$ cat src/rtl/arb_requester.sv
// Burst requester: wins a grant from a round-robin blocking arbiter, streams one
// burst of cmd_len+1 beats onto the shared bus, then releases with an acknowledge pulse.
module arb_requester #(
   parameter int DATA_WIDTH = 32,
   parameter int LEN_WIDTH  = 8
) (
   input  logic                  clk,
   input  logic                  rst_n,
   input  logic                  cmd_valid,
   input  logic [LEN_WIDTH-1:0]  cmd_len,
   output logic                  cmd_ready,
   output logic                  request,
   input  logic                  grant,
   output logic                  acknowledge,
   input  logic                  s_valid,
   output logic                  s_ready,
   input  logic [DATA_WIDTH-1:0] s_data,
   output logic                  out_valid,
   input  logic                  out_ready,
   output logic [DATA_WIDTH-1:0] out_data,
   output logic                  out_last,
   output logic                  grant_lost_err
);

   typedef enum logic [1:0] {IDLE, REQ, XFER, ACK} state_t;

   state_t               state, state_nxt;
   logic [LEN_WIDTH-1:0] count, count_nxt;
   logic                 lost, lost_nxt;
   logic [1:0]           rst_sync_q;
   logic                 rst_sync;
   logic                 in_xfer;
   logic                 beat;

   // NOTE: assertion of reset is immediate, but its release passes through two
   // flops so the FSM always leaves reset on a clean clock edge.
   always_ff @(posedge clk or negedge rst_n) begin
      if (!rst_n) rst_sync_q <= 2'b00;
      else        rst_sync_q <= {rst_sync_q[0], 1'b1};
   end
   assign rst_sync = rst_sync_q[1];

   // NOTE: state registers use non-blocking assignments only; all decisions live
   // in the combinational block below.
   always_ff @(posedge clk or negedge rst_sync) begin
      if (!rst_sync) begin
         state <= IDLE;
         count <= '0;
         lost  <= 1'b0;
      end else begin
         state <= state_nxt;
         count <= count_nxt;
         lost  <= lost_nxt;
      end
   end

   assign in_xfer = (state == XFER);
   assign beat    = out_valid & out_ready;

   // NOTE: every variable gets its hold value first so no path can infer a latch.
   always_comb begin
      state_nxt = state;
      count_nxt = count;
      lost_nxt  = lost | (in_xfer & ~grant);
      unique case (state)
         IDLE: if (cmd_valid && cmd_ready) begin
            state_nxt = REQ;
            count_nxt = cmd_len;
         end
         REQ:  if (grant) state_nxt = XFER;
         XFER: if (beat) begin
            // The beat at count 0 is the last one, so the counter never underflows.
            if (count == '0) state_nxt = ACK;
            else             count_nxt = count - 1'b1;
         end
         ACK:  state_nxt = IDLE;
      endcase
   end

   assign cmd_ready      = (state == IDLE) & rst_sync;
   assign request        = (state == REQ) | in_xfer;
   assign acknowledge    = (state == ACK);
   assign out_valid      = in_xfer & grant & s_valid;
   assign s_ready        = in_xfer & grant & out_ready;
   assign out_data       = s_data;
   assign out_last       = out_valid & (count == '0);
   assign grant_lost_err = lost;

endmodule

$ cat config.mk
export PLATFORM = sky130hd
export DESIGN_NAME = arb_requester
export DESIGN_NICKNAME = d
export VERILOG_FILES = /design/src/rtl/arb_requester.sv
export SDC_FILE = /design/constraint.sdc
export NUM_CORES = 1
export LEC_CHECK = 0
export CAP_MARGIN = 25
export CORE_UTILIZATION = 36
export CTS_CLUSTER_DIAMETER = 100
export DETAILED_ROUTE_END_ITERATION = 8
export PLACE_DENSITY = 0.86
export SYNTH_ARGS = -nofsm -noshare
export SYNTH_HDL_FRONTEND = slang
export SYNTH_SLANG_ARGS = --single-unit
export TNS_END_PERCENT = 50
$ cat constraint.sdc
create_clock -name clk -period 2.7 [get_ports clk]
set_input_delay 0.54 -clock clk [delete_from_list [all_inputs] [get_ports clk]]
set_output_delay 0.54 -clock clk [all_outputs]
set_load 0.01 [all_outputs]
==> qor.csv <==
stage,metric,value,unit
status,failing checks,DRC,
critical_path,crit path launch type,register,
sta,"Slew Viols, Final",0,
clock_tree,CTS max path bufs,2,
sta,final hold vios,0,
grt,pin count of the biggest net entering global routing,11,
power,total power,0.001070,W
place,Placed Cells incl. Taps,140,
floorplan,Die Area,3276,um^2
power,Leak Pwr,0.4775,nW
yosys,top-area cell type share of the netlist area,29.61,%
yosys,Syn Area/Cell,9.079,um^2
clock_tree,clk root buf,clkbuf_4,
grt,number of global-route vias before repair,802,
clock_tree,CTS tree,yes,
yosys,"top cells by count, synth","32 x buf_4, 13 x dfrtp_1, 8 x nor2_1",
clock_tree,cts hold-fix bufs,0,
grt,total global-route track usage,14.88,%
yosys,Synth async-reset ratio,100.0,%
clock_tree,Worst-Skew Late Latency,270,ps
power,PwrDens,946.8,nW/um^2
yosys,Yosys reg bits,13,
place,placed inst area,1104,um^2
final_layout,Multi-input gate area,498.0,um^2
yosys,Synth warnings,0,
final_layout,FF/Latch Area,325.3,um^2
yosys,Post-Syn Area,1099,um^2
clock_tree,Post-CTS Setup Bufs,0,
critical_path,largest fanout on the critical path,6,
hold_path,Worst Hold Class,register to async pin,
final_layout,fillers,269,
place,port buffer count,20,
yosys,register area share after synthesis,29.61,%
sta,setup TNS,0,ps
detailed_routing,Vias,846,
place,GP Congestion,0.8903,
final_layout,layout cells sized above 1,9.735,%
detailed_routing,Top Layer Used,met4,
detailed_routing,drt pass-1 iters,6,
floorplan,Rows,19,
detailed_routing,DRC Markers,10,
detailed_routing,Starting DRT DRC Count,30,
grt,first-pass GRT wire length,3.739,mm
run,max cap viols,0,
clock_tree,H-tree Lvls,1,
final_layout,final core occ,39.94,%
power,Peak VDD IR,441.9,uV
final_layout,layout net count,166,
yosys,main flop type after synthesis,dfrtp_1,
floorplan,Die H,57.24,um
detailed_routing,met3 WL post-DR,217,um
sta,fmax,387.3,MHz
yosys,Synth cell types,42,
detailed_routing,WL met1,927,um
sta,final cycle utilization of the critical path,95.63,%
detailed_routing,Routed Antenna Nets,0,
grt,total gr overflow,0,
clock_tree,post-CTS resize count,0,
yosys,Post-synth EDFFs,0,
yosys,Mapped Nets,173,
grt,initial antenna violation count,0,
yosys,Synth Instances,121,
floorplan,Core Area,2829,um^2
place,dpl hpwl,1.917,mm
floorplan,# IOs,85,
clock_tree,total CTS buffers,3,
critical_path,Crit. End Element,output pin,
sta,RSZ-0062 raised after global routing,false,
final_layout,post-route design area,1130,um^2
detailed_routing,routed wl met2,1.224,mm
sta,endpoints failing setup,0,
critical_path,kind of critical path,register to output pin,
critical_path,Worst Path Required,2160,ps
sta,Fin Clk Skew,2.175,ps
clock_tree,clock transition at the registers of the reported paths,80,ps
clock_tree,CTS sink cnt,13,
critical_path,Worst R2R Path Depth,7,
detailed_routing,final wirelength,2.406,mm
floorplan,die width,57.24,um
detailed_routing,Via density,5.875,
final_layout,diode count,0,
final_layout,non-filler instance count after layout,144,
floorplan,Initial Util,38.83,%
status,status,finished with violations,
detailed_routing,WL/cell,16.71,um
final_layout,area delta synth->final,2.847,%
yosys,ranking of synthesized cells by area,"dfrtp_1 30%, buf_4 22%, ha_1 6.8%",
sta,Final min period,2582,ps
yosys,biggest area consumer among synthesized cells,dfrtp_1,
yosys,most frequent cell after synthesis,buf_4,
critical_path,Critical Path AT,2040,ps
cells by family (layout without fill, tap and decap cells):
| family | after synthesis | in the layout | share of synthesized area, % |
|---|---|---|---|
| adders and majority gates | 6 | 6 | 6.834 |
| muxes | 4 | 4 | 3.759 |
| DFF | 13 | 13 | 29.61 |
| buffers and inverters | 41 | 33 | 25.06 |
| other | 1 | 1 | 0.3414 |
| and+or+nand+nor | 28 | 28 | 14.58 |
| AOI/OAI and AO/OA | 28 | 28 | 19.82 |
path summary, 6_finish.rpt:
path / from / endpoint / slack, ps
worst max-delay path: count[2]$_DFFE_PN0P_ / out_last / 120
min in group clk: rst_sync_q[0]$_DFF_PN0_ / rst_sync_q[1]$_DFF_PN0_ / 360
worst min-delay path: rst_sync_q[1]$_DFF_PN0_ / count[5]$_DFFE_PN0P_ / 120
worst max register to register: state[0]$_DFFE_PN0P_ / count[3]$_DFFE_PN0P_ / 680
max in group asynchronous: rst_sync_q[1]$_DFF_PN0_ / count[0]$_DFFE_PN0P_ / 2140
worst min register to register: rst_sync_q[1]$_DFF_PN0_ / count[5]$_DFFE_PN0P_ / 120
state kept, by name, indices dropped and copies added (netlist names):
register	cells
count	8
grant_lost_err	1
rst_sync_q	2
state	2
worst max-delay path, cell delays in order (launching register included):
cell	delay [ps]
dfrtp_1	440
nor4_1	420
nand3_1	210
nor2_1	140
clkdlybuf4s50_1	550
layer usage:
layer	vias up	GRT usage, %
met1	388	16.62
met3	10	5.215
met5	-	0
li1	386	-
met4	0	8.711
met2	62	24.54
layout by cell type (no fill, tap or decap), types with 2 or more instances in the layout:
master,Yosys,final
nand3_1,4,4
buf_4,32,2
a21boi_1,2,2
a31oi_1,2,2
o21ai_0,2,2
a311oi_1,2,2
and4_1,2,2
and3_1,2,2
clkdlybuf4s50_1,0,20
dfrtp_1,13,13
clkbuf_4,0,3
a221o_1,2,2
nor4_1,3,3
ha_1,6,6
nor2_1,8,8
a21oi_1,5,5
inv_1,6,6
a211oi_1,2,2
mux2i_1,3,3
power by group:
group,switching (W),internal [W],total (W)
Combinational,0.000298,0.000295,0.000593
Clock,0.0000627,0.0000573,0.000120
Sequential,0.0000880,0.000269,0.000357
through the flow:
stage	worst slack [ps]	hold WS (ps)
finish	118.1	122.7
global route	1.525	143.0
CTS	132.6	127.1
detailed placement	290.5	119.3
global placement	327.5	110.3
floorplan	914.8	183.8
final cells by class:
cell class	instances	share of cell area, %
multi-input cells	67	44.08
flip-flops and latches	13	28.79
repair buffers	22	19.05
well taps	31	3.433
clock buffers	4	2.326
inverters	7	2.326
Power figures use the tool's default switching activity.
==> patch 1 (same flow settings) <==
`LEN_WIDTH`: 8 -> 16.
--- a/src/rtl/arb_requester.sv
+++ b/src/rtl/arb_requester.sv
@@ -4,3 +4,3 @@
    parameter int DATA_WIDTH = 32,
-   parameter int LEN_WIDTH  = 8
+   parameter int LEN_WIDTH  = 16
 ) (
Interface: changed (resized cmd_len); port bits go from 85 to 93. The function was not compared with the original's and may differ.
==> patch 1 against the original RTL <==
The run still ends with DRC left. Maximum frequency fell by 1.5%. Final cell count rose by 73%. Worst setup slack got worse by 40 ps. Core utilization rose by 1.9 points. Sequential power rose by 77%. First-iteration DRC count rose to 3.7 times the old value. Power rose by 70%. Sequential cell count rose by 8. Synthesized area rose by 54%. Sequential share of layout area fell by 0.55 points. Cell area rose by 65%. Routed wire length rose by 52%. Synthesized cell count rose by 64%. Largest cell class unchanged.
==> patch 1: results <==
[critical_path]
rrSetupSlack_ps = 570
r2r_cells = 8
worstSetupStartpoint = "count[0]"
cpLargestDelayFamily = "buffers and inverters"
critPathMaxFanout = 5
critPathArrivalTime_ps = 2080
r2r-end = "count[1]"

[global_route]
track_usage_pct = 15.61
grt_max_degree = 29
grt_pass1_wl_um = 6237

[drt]
route.detailed.drc = 18
drt_iter0_drc = 110
vias_per_cell = 5.602
routed_wl_um = 3658

[power]
power_clock_w = 0.000213
p_switching_w = 0.0008183
powerComb_w = 0.000979

[final_layout]
largest_registers = "count (16), rst_sync_q (2), state (2)"
fillers = 439
layout.cells.non_filler = 249

[synth]
synth.area.mux_share_pct = 1.850
synthCells = 198
syn_nets = 258
synth_fa_ha_area_share_pct = 4.441
yosys-top-cells-area = "dfrtp_1 31%, buf_4 14%, ha_1 4.4%, a21oi_1 3.6%, nand2_1 3.3%"

[timing]
timing.hold.ws_ps = 85.49
fin_skew_ps = 6.138

[status]
violations = "DRC"
run_status = "finished with violations"

[placement]
dp_slack_ps = 318.6
placed_area_um2 = 1804
gp_congestion = 0.8071
io_buffers = 28
-- patch 1: cell types whose count changed in the layout (fill, tap and decap cells not counted), moves of 4 or more --
cell             unedited run  this run
a21oi_1                     5        12
o22ai_1                     1         5
nand2_1                     1        15
nor3_1                      1         5
clkdlybuf4s50_1            20        28
inv_1                       6        12
o21ai_0                     2         8
dfrtp_1                    13        21
buf_4                       2         6
-- patch 1: final cells by class --
cell class / instances / area [um2] / share of cell area (%)
Clock inverter: 1 / 5.005 / 0.2690
Clock buffer: 3 / 41.29 / 2.219
Timing Repair Buffer: 34 / 325.3 / 17.48
Inverter: 12 / 45.04 / 2.421
Tap cell: 52 / 65.06 / 3.497
Sequential cell: 21 / 525.5 / 28.24
Multi-Input combinational cell: 126 / 853.3 / 45.86
-- patch 1: routing by layer --
metal / vias to the layer above / wire, um / global-route usage (%)
met5: - / 0 / 0
met4: 0 / 23 / 5.442
met3: 4 / 286 / 4.185
met2: 56 / 1734 / 26.21
met1: 658 / 1614 / 19.32
li1: 677 / - / -
==> patch 2 (same flow settings) <==
Made on the original files. Re-encode `state_t` (4 states) as one-hot, 4 bits wide.
--- a/src/rtl/arb_requester.sv
+++ b/src/rtl/arb_requester.sv
@@ -24,3 +24,3 @@
 
-   typedef enum logic [1:0] {IDLE, REQ, XFER, ACK} state_t;
+   typedef enum logic [3:0] {IDLE = 4'b0001, REQ = 4'b0010, XFER = 4'b0100, ACK = 4'b1000} state_t;
 
Behaviour: same outputs for any inputs over 10 cycles, from zero or initial values and one cycle with rst_n low; not proved beyond that.
==> patch 2 against the original RTL <==
Sequential cell count up 2. Critical path depth is 2 higher. Global-route usage shrank 0.71 points. Power is 3.4% lower. Via count rose by 13%. Combinational power fell by 23%. Maximum frequency fell by 0.85%. Synthesized area up 11%. Cell area rose by 12%. Register-to-register slack got worse by 20 ps. Worst setup slack got worse by 22 ps. Count of clock-buffer cells in the layout is the same. Routed wire length shrank 0.21%.
==> patch 2: results <==
[status]
run_status = "completed"

[synth]
synth_xor_area_share_pct = 0.7179
synthTopCellsByCount = "32 x buf_4, 14 x dfrtp_1, 7 x nor2_1, 7 x nor3_1, 6 x nand3_1"
syn_nets = 185
synth_compound_area_share_pct = 19.49
synth.area.mux_share_pct = 0.8205
ys_seq_area_share_pct = 30.87
yosys-top-cells-area = "dfrtp_1 29%, buf_4 20%, o22a_1 3.6%, a2bb2oi_1 2.9%, nor3_1 2.9%"

[final_layout]
largest_registers = "count (8), state (4), rst_sync_q (2)"
final_layout_size_suffix_gt1_share_pct = 15.08
fillers = 310
fin_nets = 175

[clock_tree]
clock_latency_ps = 290

[drt]
vias_per_cell = 5.624
firstDrtPassIters = 4
drt_iter0_drc = 40
routed_wl_um = 2401

[placement]
placed_area_um2 = 1219
dp_slack_ps = 207.3
hpwl_um = 1781
gp_congestion = 0.8925

[global_route]
track_usage_pct = 14.17
grt_pass1_vias = 863
grt_max_degree = 17
grt_pass1_wl_um = 3774

[critical_path]
r2r_cells = 4
critPathArrivalTime_ps = 2060
r2r-end = "count[7]"
rrSetupSlack_ps = 660
r2r_start = "state[3]"

[power]
p_leak_nw = 0.4660
max-vdd-ir-drop_mv = 0.2519

[timing]
fin_skew_ps = 5.361
patch 2: power by group:
part	internal (W)	switching, W
sequential	0.000313	0.000136
combinational	0.000252	0.000203
clock	0.0000575	0.0000718
patch 2: cell families after synthesis:
logic type                 Yosys count
buffers and inverters               43
AOI/OAI and AO/OA                   31
DFF                                 15
muxes                                1
adders and majority gates            2
xor gates and xnor gates             1
and+or+nand+nor                     43
other                                1
patch 2: worst max-delay path, cell delays in order (launching register included):
cell and delay (ps):
dfrtp_2 450, inv_1 100, ha_1 170, nor4b_2 190, buf_4 160, and3_1 160
clkdlybuf4s50_1 540
patch 2: timing repair:
action,CTS,global route
gates resized for setup,0,4
setup endpoints to repair,0,2
buffers inserted,0,1
hold endpoints to repair,0,0
patch 2: metal layers:
| layer | part of all wire (%) | global-route usage, % | wire [um] | vias up |
|---|---|---|---|---|
| met4 | 1.5 | 7.641 | 35 | 0 |
| met2 | 50 | 23.08 | 1201 | 40 |
| met1 | 41 | 16.33 | 983 | 462 |
| li1 | - | - | - | 447 |
| met5 | 0 | 0 | 0 | - |
| met3 | 7.5 | 4.545 | 181 | 7 |
patch 2: worst max-delay path by stage:
| stage | start | to | slack [ps] | depth (start not counted) |
|---|---|---|---|---|
| after floorplan | state[1] | s_ready | 690 | 4 |
| after global placement | s_valid | out_last | 220 | 4 |
| after detailed placement | s_valid | out_last | 210 | 4 |
| after CTS | count[0] | out_last | 50 | 6 |
| after global routing | state[0] | cmd_ready | 10 | 3 |
| final | count[0] | out_last | 100 | 6 |
patch 2: final cells by class:
class | instances | area [um2] | share of cell area (%)
flip-flops and latches | 15 | 380.4 | 30.13
repair buffers | 26 | 245.2 | 19.43
clock buffers | 4 | 26.28 | 2.081
inverters | 2 | 7.507 | 0.5946
multi-input cells | 79 | 548.0 | 43.41
well taps | 44 | 55.05 | 4.361
patch 2: per-stage QoR:
step | hold slack [ps] | total power (W)
global placement | 215.7 | 0.0008536
CTS | 217.8 | 0.001008
global route | 236.9 | 0.001107
detailed placement | 211.9 | 0.0008824
floorplan | 191.3 | 0.0007896
finish | 204.8 | 0.001034
